===== config.mk =====
export PLATFORM = sky130hd
export DESIGN_NAME = reg_dump_tx
export DESIGN_NICKNAME = d
export VERILOG_FILES = /design/src/rtl/reg_dump_tx_pkg.sv /design/src/rtl/reg_dump_tx_baud_tick_gen.sv /design/src/rtl/reg_dump_tx.sv
export SDC_FILE = /design/constraint.sdc
export NUM_CORES = 1
export LEC_CHECK = 0
export CORE_MARGIN = 5
export CORE_UTILIZATION = 54
export DETAILED_ROUTE_END_ITERATION = 8
export PLACE_DENSITY = 0.79
export SLEW_MARGIN = 25
export SYNTH_ARGS = -nofsm -noshare
export SYNTH_HDL_FRONTEND = slang
export SYNTH_SLANG_ARGS = --single-unit

===== constraint.sdc =====
create_clock -name clk -period 1.9 [get_ports clk]
set_input_delay 0.38 -clock clk [delete_from_list [all_inputs] [get_ports clk]]
set_output_delay 0.38 -clock clk [all_outputs]
set_load 0.01 [all_outputs]

===== src/rtl/reg_dump_tx_pkg.sv =====
// reg_dump_tx_pkg: FSM state encodings and serial frame levels shared by the register dump transmitter.
package reg_dump_tx_pkg;
    localparam logic [2:0] S_IDLE  = 3'd0;
    localparam logic [2:0] S_FETCH = 3'd1;
    localparam logic [2:0] S_START = 3'd2;
    localparam logic [2:0] S_DATA  = 3'd3;
    localparam logic [2:0] S_STOP  = 3'd4;
    localparam logic [2:0] S_DONE  = 3'd5;
    localparam logic START_BIT = 1'b0;
    localparam logic STOP_BIT  = 1'b1;
endpackage


===== src/rtl/reg_dump_tx_baud_tick_gen.sv =====
// baud_tick_gen: counts 0..CLKS_PER_BIT-1 and flags the last cycle of each bit period.
module baud_tick_gen #(
    parameter int CLKS_PER_BIT = 16
) (
    input  logic clk,
    input  logic rst,
    input  logic clr_i,
    output logic tick_o
);
    localparam int CNT_W = $clog2(CLKS_PER_BIT);
    logic [CNT_W-1:0] cnt_q, cnt_d;
    assign tick_o = cnt_q == CNT_W'(CLKS_PER_BIT - 1);
    assign cnt_d  = (clr_i || tick_o) ? '0 : cnt_q + 1'b1;
    always_ff @(posedge clk or posedge rst) begin
        if (rst) cnt_q <= '0;
        else     cnt_q <= cnt_d;
    end
endmodule


===== src/rtl/reg_dump_tx.sv =====
// reg_dump_tx: walks the register bank read port and sends each register as a UART frame on tx.
module reg_dump_tx
    import reg_dump_tx_pkg::*;
#(
    parameter int DATA_W       = 8,
    parameter int ADDR_W       = 3,
    parameter int NUM_REGS     = 8,
    parameter int CLKS_PER_BIT = 16
) (
    input  logic              clk,
    input  logic              rst,
    input  logic              start,
    output logic [ADDR_W-1:0] ra,
    input  logic [DATA_W-1:0] rd,
    output logic              tx,
    output logic              busy,
    output logic              done
);
    localparam int BIT_W = (DATA_W > 1) ? $clog2(DATA_W) : 1;
    localparam logic [BIT_W-1:0]  LAST_BIT = BIT_W'(DATA_W - 1);
    localparam logic [ADDR_W-1:0] LAST_IDX = ADDR_W'(NUM_REGS - 1);
    logic [2:0]        state_q, state_d;
    logic [ADDR_W-1:0] idx_q, idx_d, ra_q, ra_d;
    logic [BIT_W-1:0]  bit_q, bit_d;
    logic [DATA_W-1:0] shift_q, shift_d;
    logic              tx_q, tx_d, busy_q, busy_d, done_q, done_d;
    logic              tick, enter;
    assign enter = state_d != state_q;
    baud_tick_gen #(.CLKS_PER_BIT(CLKS_PER_BIT)) u_baud (
        .clk   (clk),
        .rst   (rst),
        .clr_i (enter),
        .tick_o(tick)
    );
    always_comb begin
        state_d = state_q;
        idx_d   = idx_q;
        case (state_q)
            S_IDLE: begin
                idx_d = '0;
                if (start) state_d = S_FETCH;
            end
            S_FETCH: state_d = S_START;
            S_START: if (tick) state_d = S_DATA;
            S_DATA:  if (tick && bit_q == LAST_BIT) state_d = S_STOP;
            S_STOP: begin
                if (tick) begin
                    state_d = (idx_q == LAST_IDX) ? S_DONE : S_FETCH;
                    idx_d   = (idx_q == LAST_IDX) ? idx_q : idx_q + 1'b1;
                end
            end
            S_DONE: begin
                state_d = S_IDLE;
                idx_d   = '0;
            end
            default: state_d = S_IDLE;
        endcase
    end
    // Outputs are registered from the next state so tx/ra/busy/done never glitch.
    always_comb begin
        shift_d = (state_q == S_FETCH) ? rd :
                  (state_q == S_DATA && tick && !enter) ? shift_q >> 1 : shift_q;
        bit_d   = enter ? '0 : (state_q == S_DATA && tick) ? bit_q + 1'b1 : bit_q;
        ra_d    = (state_d == S_FETCH && enter) ? idx_d : (state_q == S_DONE) ? '0 : ra_q;
        tx_d    = (state_d == S_START) ? START_BIT : (state_d == S_DATA) ? shift_d[0] : STOP_BIT;
        busy_d  = state_d != S_IDLE;
        done_d  = state_d == S_DONE;
    end
    always_ff @(posedge clk or posedge rst) begin
        if (rst) begin
            state_q <= S_IDLE;
            idx_q   <= '0;
            bit_q   <= '0;
            shift_q <= '0;
            ra_q    <= '0;
            tx_q    <= STOP_BIT;
            busy_q  <= 1'b0;
            done_q  <= 1'b0;
        end else begin
            state_q <= state_d;
            idx_q   <= idx_d;
            bit_q   <= bit_d;
            shift_q <= shift_d;
            ra_q    <= ra_d;
            tx_q    <= tx_d;
            busy_q  <= busy_d;
            done_q  <= done_d;
        end
    end
    assign ra   = ra_q;
    assign tx   = tx_q;
    assign busy = busy_q;
    assign done = done_q;
endmodule


# Yosys cells after proc, flatten, opt, wreduce, memory -nomap -nowiden
# Index checks and enable logic that the tools add are counted.
totals:
  regBits: 27
  input_bits: 11
  out_inout_bits: 6
op_classes:
  add_sub_neg: 3
  n_eq_ne: 13
  muxes: 18
  n_reduce_logical: 12
ops:
  columns: ["op", "n"]
  rows:
  - ["$mux W3", 11]
  - ["$mux W8", 2]
  - ["$eq A3 B3 Y1 const B", 5]
  - ["$pmux W3 S5", 1]
  - ["$eq A3 B2 Y1 const B", 4]
  - ["$add A3 B1 Y3 const B", 2]
  - ["$eq A3 B1 Y1 const B", 2]
  - ["$pmux W3 S2", 1]
  - ["$reduce_bool A2 Y1", 3]
  - ["$add A4 B1 Y4 const B", 1]
  - ["$eq A4 B4 Y1 const B", 1]
  - ["$logic_and A1 B1 Y1", 4]
  - ["$mux W4", 1]
  - ["$logic_not A3 Y1", 1]
  - ["$ne A3 B3 Y1", 1]
  - ["$reduce_bool A3 Y1", 1]
  - ["$mux W1", 2]
  - ["$reduce_or A2 Y1", 1]
  - ["$logic_not A1 Y1", 1]
  - ["$logic_or A1 B1 Y1", 1]

# Depth between registers and ports, before layout
# Gate-level depths: netlist of the first run.
depth:
  ltp_word: 11
  ltp_mapped: 6
  depth_no_buf: 6

# Cells and area by module
# A second synthesis of the first run with hierarchy kept.
unflattened:
  cells_unflattened: 129
  area_unflattened_um2: 1418.9
by_module_without_submodules:
  columns: ["module", "n_inst", "cells_per_inst", "area_per_inst_um2"]
  rows:
  - ["reg_dump_tx", 1, 115, 1243.7]
  - ["baud_tick_gen", 1, 14, 175.2]

# Worst setup path after synthesis of the first run
# No wires, ideal clock.
synth_timing:
  kind: "register to register"
  from: "register u_baud.cnt_q[0]"
  to: "register busy_q, in the netlist busy"
  setup_time_ps: 132
  t_arrival_ps: 1456
  t_required_ps: 1768
  slack_ps: 311
  stages_incl_launch_ff: 7
  synth_period_minus_slack_ps: 1589
  cell_sequence: "dfrtp_1 > ha_1 > and3_1 > buf_6 > mux2_4 > a31oi_4 > nand3_1"
synth_via:
  elab_chain_cells: 5
  elab_cells_between_ends: 7
  classes_between: "eq/ne (1); mux (4); reduce/logical (2)"
synth_lines:
  columns: ["element", "line_no", "text"]
  rows:
  - ["from (decl)", "reg_dump_tx_baud_tick_gen.sv:11", "logic [CNT_W-1:0] cnt_q, cnt_d;"]
  - ["from (signal assigned)", "reg_dump_tx_baud_tick_gen.sv:16", "else cnt_q <= cnt_d;"]
  - ["$eq A4 B4 Y1 *", "reg_dump_tx_baud_tick_gen.sv:12", "assign tick_o = cnt_q == CNT_W'(CLKS_PER_BIT - 1);"]
  - ["$logic_and A1 B1 Y1", "reg_dump_tx.sv:45", "S_DATA: if (tick && bit_q == LAST_BIT) state_d = S_STOP;"]
  - ["$mux W3", "reg_dump_tx.sv:45", null]
  - ["$pmux W3 S5 *", "reg_dump_tx.sv:38", "case (state_q)"]
  - ["$reduce_bool A3 Y1 *", "reg_dump_tx.sv:66", "busy_d = state_d != S_IDLE;"]
  - ["via busy_d", "reg_dump_tx.sv:26", "logic tx_q, tx_d, busy_q, busy_d, done_q, done_d;"]
  - ["to (signal assigned)", "reg_dump_tx.sv:86", "busy_q <= busy_d;"]
  - ["to (decl)", "reg_dump_tx.sv:26", null]
# The timed path passes the listed nets; every way through them passes the cells marked *.
# A chain may end at the register's enable or synchronous reset.

# Worst setup path in the final report of the first run
layout_timing:
  from: "register tx_q, in the netlist tx"
  to: "output port tx"
layout_lines:
  columns: ["element", "line_no", "text"]
  rows:
  - ["from (decl)", "reg_dump_tx.sv:26", null]
  - ["from (signal assigned)", "reg_dump_tx.sv:85", "tx_q <= tx_d;"]
  - ["to (decl)", "reg_dump_tx.sv:15", "output logic tx,"]
# No word-level cell between the ends.

==> impl_metrics.py, run 1 <==
metrics = {
    "layout": {
        "area_growth_pct": 15.1,
        "drive_above_1_share_pct": 11.3,
        "fill_cells": 213,
        "multiInputGateArea_um2": 643,
        "regArea_um2": 677,
        "diodes": 0,
        "nets": 175,
    },
    "logic_synthesis": {
        "synth.top_cell.area_share_pct": 46.1,
        "synthesis.area_um2": 1410,
        "ys_top_cells_by_count": "dfrtp_1, o21ai_0, inv_1",
        "yosys_warnings": 0,
        "syn-num-nets": 156,
        "async_reset_ff_share_pct": 100,
        "synth_cells": 141,
        "synth.avg_cell_area_um2": 10.0,
        "ys_ff_latch": 27,
        "synth.most_common_cell": "dfrtp_1",
        "synth-edff-count": 0,
        "synthAdderAreaFrac_pct": 3.55,
        "synth_top_area_cell": "dfrtp_1",
        "muxShareOfSynthArea_pct": 2.48,
        "synth_simple_gate_area_share_pct": 14.2,
        "ys_top_cells_by_area": "dfrtp_1, o21ai_0, inv_1, a22oi_1, ha_1",
        "synth_top_family_by_area": "compound AO/OA/AOI/OAI gates",
        "synth_cell_types": 43,
        "synthXorXnorAreaFrac_pct": 2.48,
        "yosysSeqAreaShare_pct": 48.0,
        "ys.flop_type": "dfrtp_1",
        "synth-compound-area-share_pct": 22.9,
    },
    "floorplan": {
        "die_w_um": 61.1,
        "pin_count": 17,
        "start_util_pct": 56.9,
        "row_count": 18,
        "die_y_um": 61.1,
        "core_um2": 2480,
        "dieArea_um2": 3730,
    },
    "setup_path": {
        "required_ns": 1.52,
        "cpMaxStageDelayCell": "dfstp_2",
        "worstSetupStartpointType": "flip-flop",
        "arrival_ns": 1.40,
        "crit_type": "reg -> out",
        "cpLargestDelayFamily": "flip-flops",
        "cp_cell_sequence": "clkdlybuf4s50_1",
        "worst-path-buf-inv": 1,
        "slowest_delay_ns": 0.54,
        "end_kind": "output port",
        "cp_max_fo": 1,
    },
    "sta": {
        "skew_ns": 0.00650,
        "period_minus_slack_ns": 1.78,
        "clock.fmax_mhz": 562,
        "min_period_over_period_pct": 93.7,
        "relSlewSlack_pct": 65.4,
        "slew_viol_final": 0,
        "setup_tns_ns": 0,
        "final_hold_viol_count": 0,
        "rsz0062_at_grt": "false",
        "max_slew.worst_pin.slew_ns": 0.518,
        "setup_viol": 0,
    },
    "clock_tree": {
        "clock_path_buffers": 2,
        "cts-resized-gates": 0,
        "htreeDepth": 1,
        "cts_setup_buffers": 0,
        "numCtsBuffers": 3,
        "ctsHoldBuffers": 0,
        "worstSkewPairLatency_ns": 0.34,
        "clkSinkCount": 27,
        "cts_root_buf": "clkbuf_4",
        "cts_tree": "done",
        "path_clk_slew_ns": 0.15,
    },
    "power_and_ir_drop": {
        "p_seq_share_pct": 52.8,
        "power.share.combinational_pct": 32.4,
        "cell_internal_pwr_uw": 1110,
        "p_sw_uw": 644,
        "power_uw": 1750,
        "vdd_drop_max_uv": 672,
        "power_leakage_uw": 0.000681,
        "p_sw_share_pct": 36.8,
        "power.clock.fraction_pct": 14.7,
        "pwr_density_cell_nw_per_um2": 1080,
    },
    "detailed_routing": {
        "post_drt_wl_per_cell_um": 14.5,
        "via_count": 1106,
        "wirelength_mm": 2.75,
        "drc_errors": 0,
        "vias_per_cell": 5.85,
        "firstDrtPassIters": 4,
        "postRouteAntennaNets": 0,
        "drt_iter0_drc": 27,
    },
    "placed_design": {
        "io_buffers": 16,
        "routabilityCongestion": 0.842,
        "dp_hpwl_mm": 1.97,
    },
    "global_routing": {
        "grt_max_degree": 28,
        "grt_use_total_pct": 17.4,
        "grt_pass1_vias": 1134,
        "grt_antenna_before_repair": 0,
        "grt_pass1_wl_mm": 4.83,
        "grt_overflow_total": 0,
    },
    "hold_path": {
        "hold_class": "in -> async",
    },
    "run_status": {
        "status": "complete, no violations",
    },
    "job": {
        "maxCapViolCount": 0,
    },
}
[path summary, 6_finish.rpt]
| check | start | to | slack [ns] | cells after the start |
|---|---|---|---|---|
| hold / removal | rst | ra[0]$_DFFE_PP0P_ | 0.38 | 3 |
| hold reg to reg | u_baud.cnt_q[0]$_DFF_PP0_ | u_baud.cnt_q[0]$_DFF_PP0_ | 0.47 | 1 |
| setup / recovery | tx$_DFF_PP1_ | tx | 0.12 | 1 |
| setup reg to reg | u_baud.cnt_q[0]$_DFF_PP0_ | ra[0]$_DFFE_PP0P_ | 0.21 | 5 |
| min in group clk | u_baud.cnt_q[0]$_DFF_PP0_ | u_baud.cnt_q[0]$_DFF_PP0_ | 0.47 | 1 |
| max in group asynchronous | rst | tx$_DFF_PP1_ | 1.23 | 3 |
[sequential cells by signal (all words and copies together), names as in the netlist]
register	cells
bit_q	3
busy	1
done	1
idx_q	3
ra	3
shift_q	8
state_q	3
tx	1
u_baud.cnt_q	4
[metal layers]
metal | wire (µm) | part of all wire (%) | GRT usage, %
met3 | 90 | 3.3 | 2.73
met5 | 0 | 0 | 0
met1 | 1210 | 44 | 21.7
met4 | 57 | 2.1 | 7.74
met2 | 1390 | 50 | 29.6
[layout make-up]
class,instances,share of cell area [%]
Sequential cell,27,41.7
Multi-Input combinational cell,94,39.6
Timing Repair Buffer,19,11.3
Inverter,15,3.47
Tap cell,30,2.31
Clock buffer,4,1.62
[stage by stage]
| stage | area, µm² | hold slack [ns] | utilization [%] | setup slack [ns] | instances |
|---|---|---|---|---|---|
| 2_1_floorplan | 1410 | 0.432 | - | 0.311 | 141 |
| 3_3_place_gp | 1600 | 0.445 | 64.4 | 0.265 | 185 |
| 3_5_place_dp | 1600 | 0.458 | 64.4 | 0.222 | 185 |
| 4_1_cts | 1620 | 0.394 | 65.5 | 0.104 | 189 |
| 5_1_grt | 1620 | 0.433 | 65.5 | 0.0816 | 189 |
| 6_report | 1620 | 0.378 | 65.5 | 0.119 | 189 |
[cell usage in the layout (no fill, tap or decap), types with 4 or more instances in the layout]
master and instances:
dfrtp_1 26, o21ai_0 19, clkdlybuf4s50_1 16, inv_1 15, nor2_1 9, nand2_1 8, a22oi_1 7, a21oi_1 6
ha_1 4
[kinds of logic after synthesis]
kind of cell | Yosys count
adders and majority gates | 4
and+or+nand+nor | 36
xor gates and xnor gates | 4
muxes | 3
DFF | 27
buffers and inverters | 20
AOI/OAI and AO/OA | 47
[power groups by stage]
stage	combinational (µW)	sequential (µW)	clock (µW)
after floorplan	457	884	0
after global placement	544	918	0
after detailed placement	569	934	0
after CTS	573	923	263
after global routing	652	952	284
final	567	924	258
(Power assumes the default switching activity.)
==> run 2: changes to the inputs <==
- CORE_ASPECT_RATIO: not set -> 1.75
- CORE_MARGIN: 5 -> 2
==> run 2 against run 1 <==
Critical endpoint is now busy$_DFF_PP0_. Routed wire length rose by 2.7%. Design area rose by 0.62%. Clock power rose by 28%. Sequential share of layout area fell by 0.26 points.
==> impl_metrics.py, run 2 (synthesis gave the netlist of run 1 again) <==
metrics = {
    "run_status": {
        "status": "complete, no violations",
    },
    "clock_tree": {
        "cts_root_buf": "clkbuf_8",
        "cts-resized-gates": 0,
        "worstSkewPairLatency_ns": 0.27,
        "htreeDepth": 1,
        "cts_tree": "done",
        "cts_setup_buffers": 0,
        "path_clk_slew_ns": 0.10,
        "clkSinkCount": 27,
        "numCtsBuffers": 3,
        "clock_path_buffers": 2,
        "ctsHoldBuffers": 0,
    },
    "placed_design": {
        "dp_hpwl_mm": 2.11,
        "routabilityCongestion": 0.871,
        "io_buffers": 16,
        "dp_cells": 180,
    },
    "detailed_routing": {
        "via_count": 1084,
        "firstDrtPassIters": 4,
        "postRouteAntennaNets": 0,
        "vias_per_cell": 5.89,
        "drt_iter0_drc": 30,
        "wirelength_mm": 2.82,
        "drc_errors": 0,
        "post_drt_wl_per_cell_um": 15.3,
        "met2_wirelength_mm": 1.53,
        "highest_layer": "met4",
        "dr_wl_met3_um": 60,
        "met1_length_mm": 1.18,
    },
    "power_and_ir_drop": {
        "power_leakage_uw": 0.000683,
        "p_sw_share_pct": 36.0,
        "p_sw_uw": 659,
        "power.clock.fraction_pct": 18.1,
        "vdd_drop_max_uv": 925,
        "p_seq_share_pct": 50.3,
        "pwr_density_cell_nw_per_um2": 1120,
        "cell_internal_pwr_uw": 1170,
        "power.share.combinational_pct": 31.6,
    },
    "floorplan": {
        "die_y_um": 71.6,
        "core_um2": 2490,
        "dieArea_um2": 3050,
        "row_count": 24,
        "start_util_pct": 56.6,
        "die_w_um": 42.6,
        "pin_count": 17,
    },
    "layout": {
        "fin_cells": 184,
        "area_growth_pct": 15.8,
        "drive_above_1_share_pct": 11.4,
        "nets": 174,
        "diodes": 0,
        "largest_reg_flops": 8,
        "mostFrequentLayoutCell": "dfrtp_1",
        "final_cell_mix": "dfrtp_1, o21ai_0, clkdlybuf4s50_1, inv_1, nor2_1",
        "top_regs": "shift_q: 8 flops, u_baud.cnt_q: 4 flops",
        "top_register": "shift_q",
    },
    "sta": {
        "clock.fmax_mhz": 578,
        "slew_viol_final": 0,
        "period_minus_slack_ns": 1.73,
        "setup_tns_ns": 0,
        "setup_viol": 0,
        "skew_ns": 0.00447,
        "max_slew.worst_pin.slew_ns": 0.498,
        "rsz0062_at_grt": "false",
        "min_period_over_period_pct": 91.1,
        "final_hold_viol_count": 0,
        "relSlewSlack_pct": 66.7,
    },
    "setup_path": {
        "worst-path-buf-inv": 0,
        "crit_path_frequent_cell": "ha_1",
        "cp_max_fo": 6,
        "required_ns": 2.05,
        "cpMaxStageDelayCell": "dfrtp_1",
        "cpLargestDelayFamily": "compound AO/OA/AOI/OAI gates",
        "crit_type": "reg -> reg",
        "cp_cell_sequence": "ha_1, ha_1, nand4_1, a32o_1, a31oi_4, nand3_1",
        "worstSetupStartpointType": "flip-flop",
        "arrival_ns": 1.88,
        "slowest_delay_ns": 0.39,
        "end_kind": "flip-flop",
    },
    "hold_path": {
        "hold_class": "in -> async",
    },
    "global_routing": {
        "grt_use_total_pct": 21.4,
        "grt_overflow_total": 0,
        "grt_pass1_vias": 1129,
        "grt_pass1_wl_mm": 5.18,
        "grt_max_degree": 28,
        "grt_antenna_before_repair": 0,
    },
    "job": {
        "maxCapViolCount": 0,
    },
}
## run 2: cell count changes in the layout (fill, tap and decap cells not counted), sizes merged
cell,before,now
clkinvlp,0,1
clkbuf,4,3
buf,3,2
## run 2: area by class of cell
cell class / instances / area [µm²]
flip-flops and latches: 27 / 677
clock buffers: 3 / 41.3
multi-input cells: 94 / 643
fillers: 206 / 860
inverters: 15 / 56.3
repair buffers: 18 / 175
clock inverters: 1 / 7.51
well taps: 26 / 32.5
## run 2: tightest hold or removal path, cell delays in order
cell and delay, ns:
clkdlybuf4s50_1 0.40, inv_1 0.05, buf_4 0.31
## run 2: layer usage
layer,vias to the layer above,GRT usage (%)
li1,528,-
met1,530,26.5
met2,20,38.0
met3,6,2.02
met4,0,7.29
met5,-,0
## run 2: path summary, 6_finish.rpt
path | startpoint | endpoint | slack (ns) | depth (start not counted)
worst max-delay path | bit_q[0]$_DFFE_PP0P_ | busy$_DFF_PP0_ | 0.17 | 6
worst min-delay path | rst | bit_q[0]$_DFFE_PP0P_ | 0.46 | 3
worst max register to register | bit_q[0]$_DFFE_PP0P_ | busy$_DFF_PP0_ | 0.17 | 6
worst min register to register | u_baud.cnt_q[0]$_DFF_PP0_ | u_baud.cnt_q[0]$_DFF_PP0_ | 0.47 | 1
max in group asynchronous | rst | tx$_DFF_PP1_ | 1.13 | 3
min in group clk | u_baud.cnt_q[0]$_DFF_PP0_ | u_baud.cnt_q[0]$_DFF_PP0_ | 0.47 | 1
## run 2: metrics by stage
| stage | worst slack, ns | area, µm² | hold slack, ns | power, µW | utilization, % |
|---|---|---|---|---|---|
| 3_5_place_dp | 0.200 | 1580 | 0.462 | 1510 | 63.6 |
| 2_1_floorplan | 0.311 | 1410 | 0.432 | 1340 | - |
| 5_1_grt | 0.0561 | 1630 | 0.508 | 1980 | 65.5 |
| 6_report | 0.169 | 1630 | 0.459 | 1830 | 65.5 |
| 3_3_place_gp | 0.264 | 1580 | 0.447 | 1460 | 63.6 |
| 4_1_cts | 0.142 | 1630 | 0.472 | 1840 | 65.5 |
## run 2: power groups by stage
stage	clock (µW)	sequential [µW]	combinational (µW)
2_1_floorplan	0	884	457
3_3_place_gp	0	917	547
3_5_place_dp	0	931	575
4_1_cts	339	918	581
5_1_grt	363	948	665
6_report	331	923	579
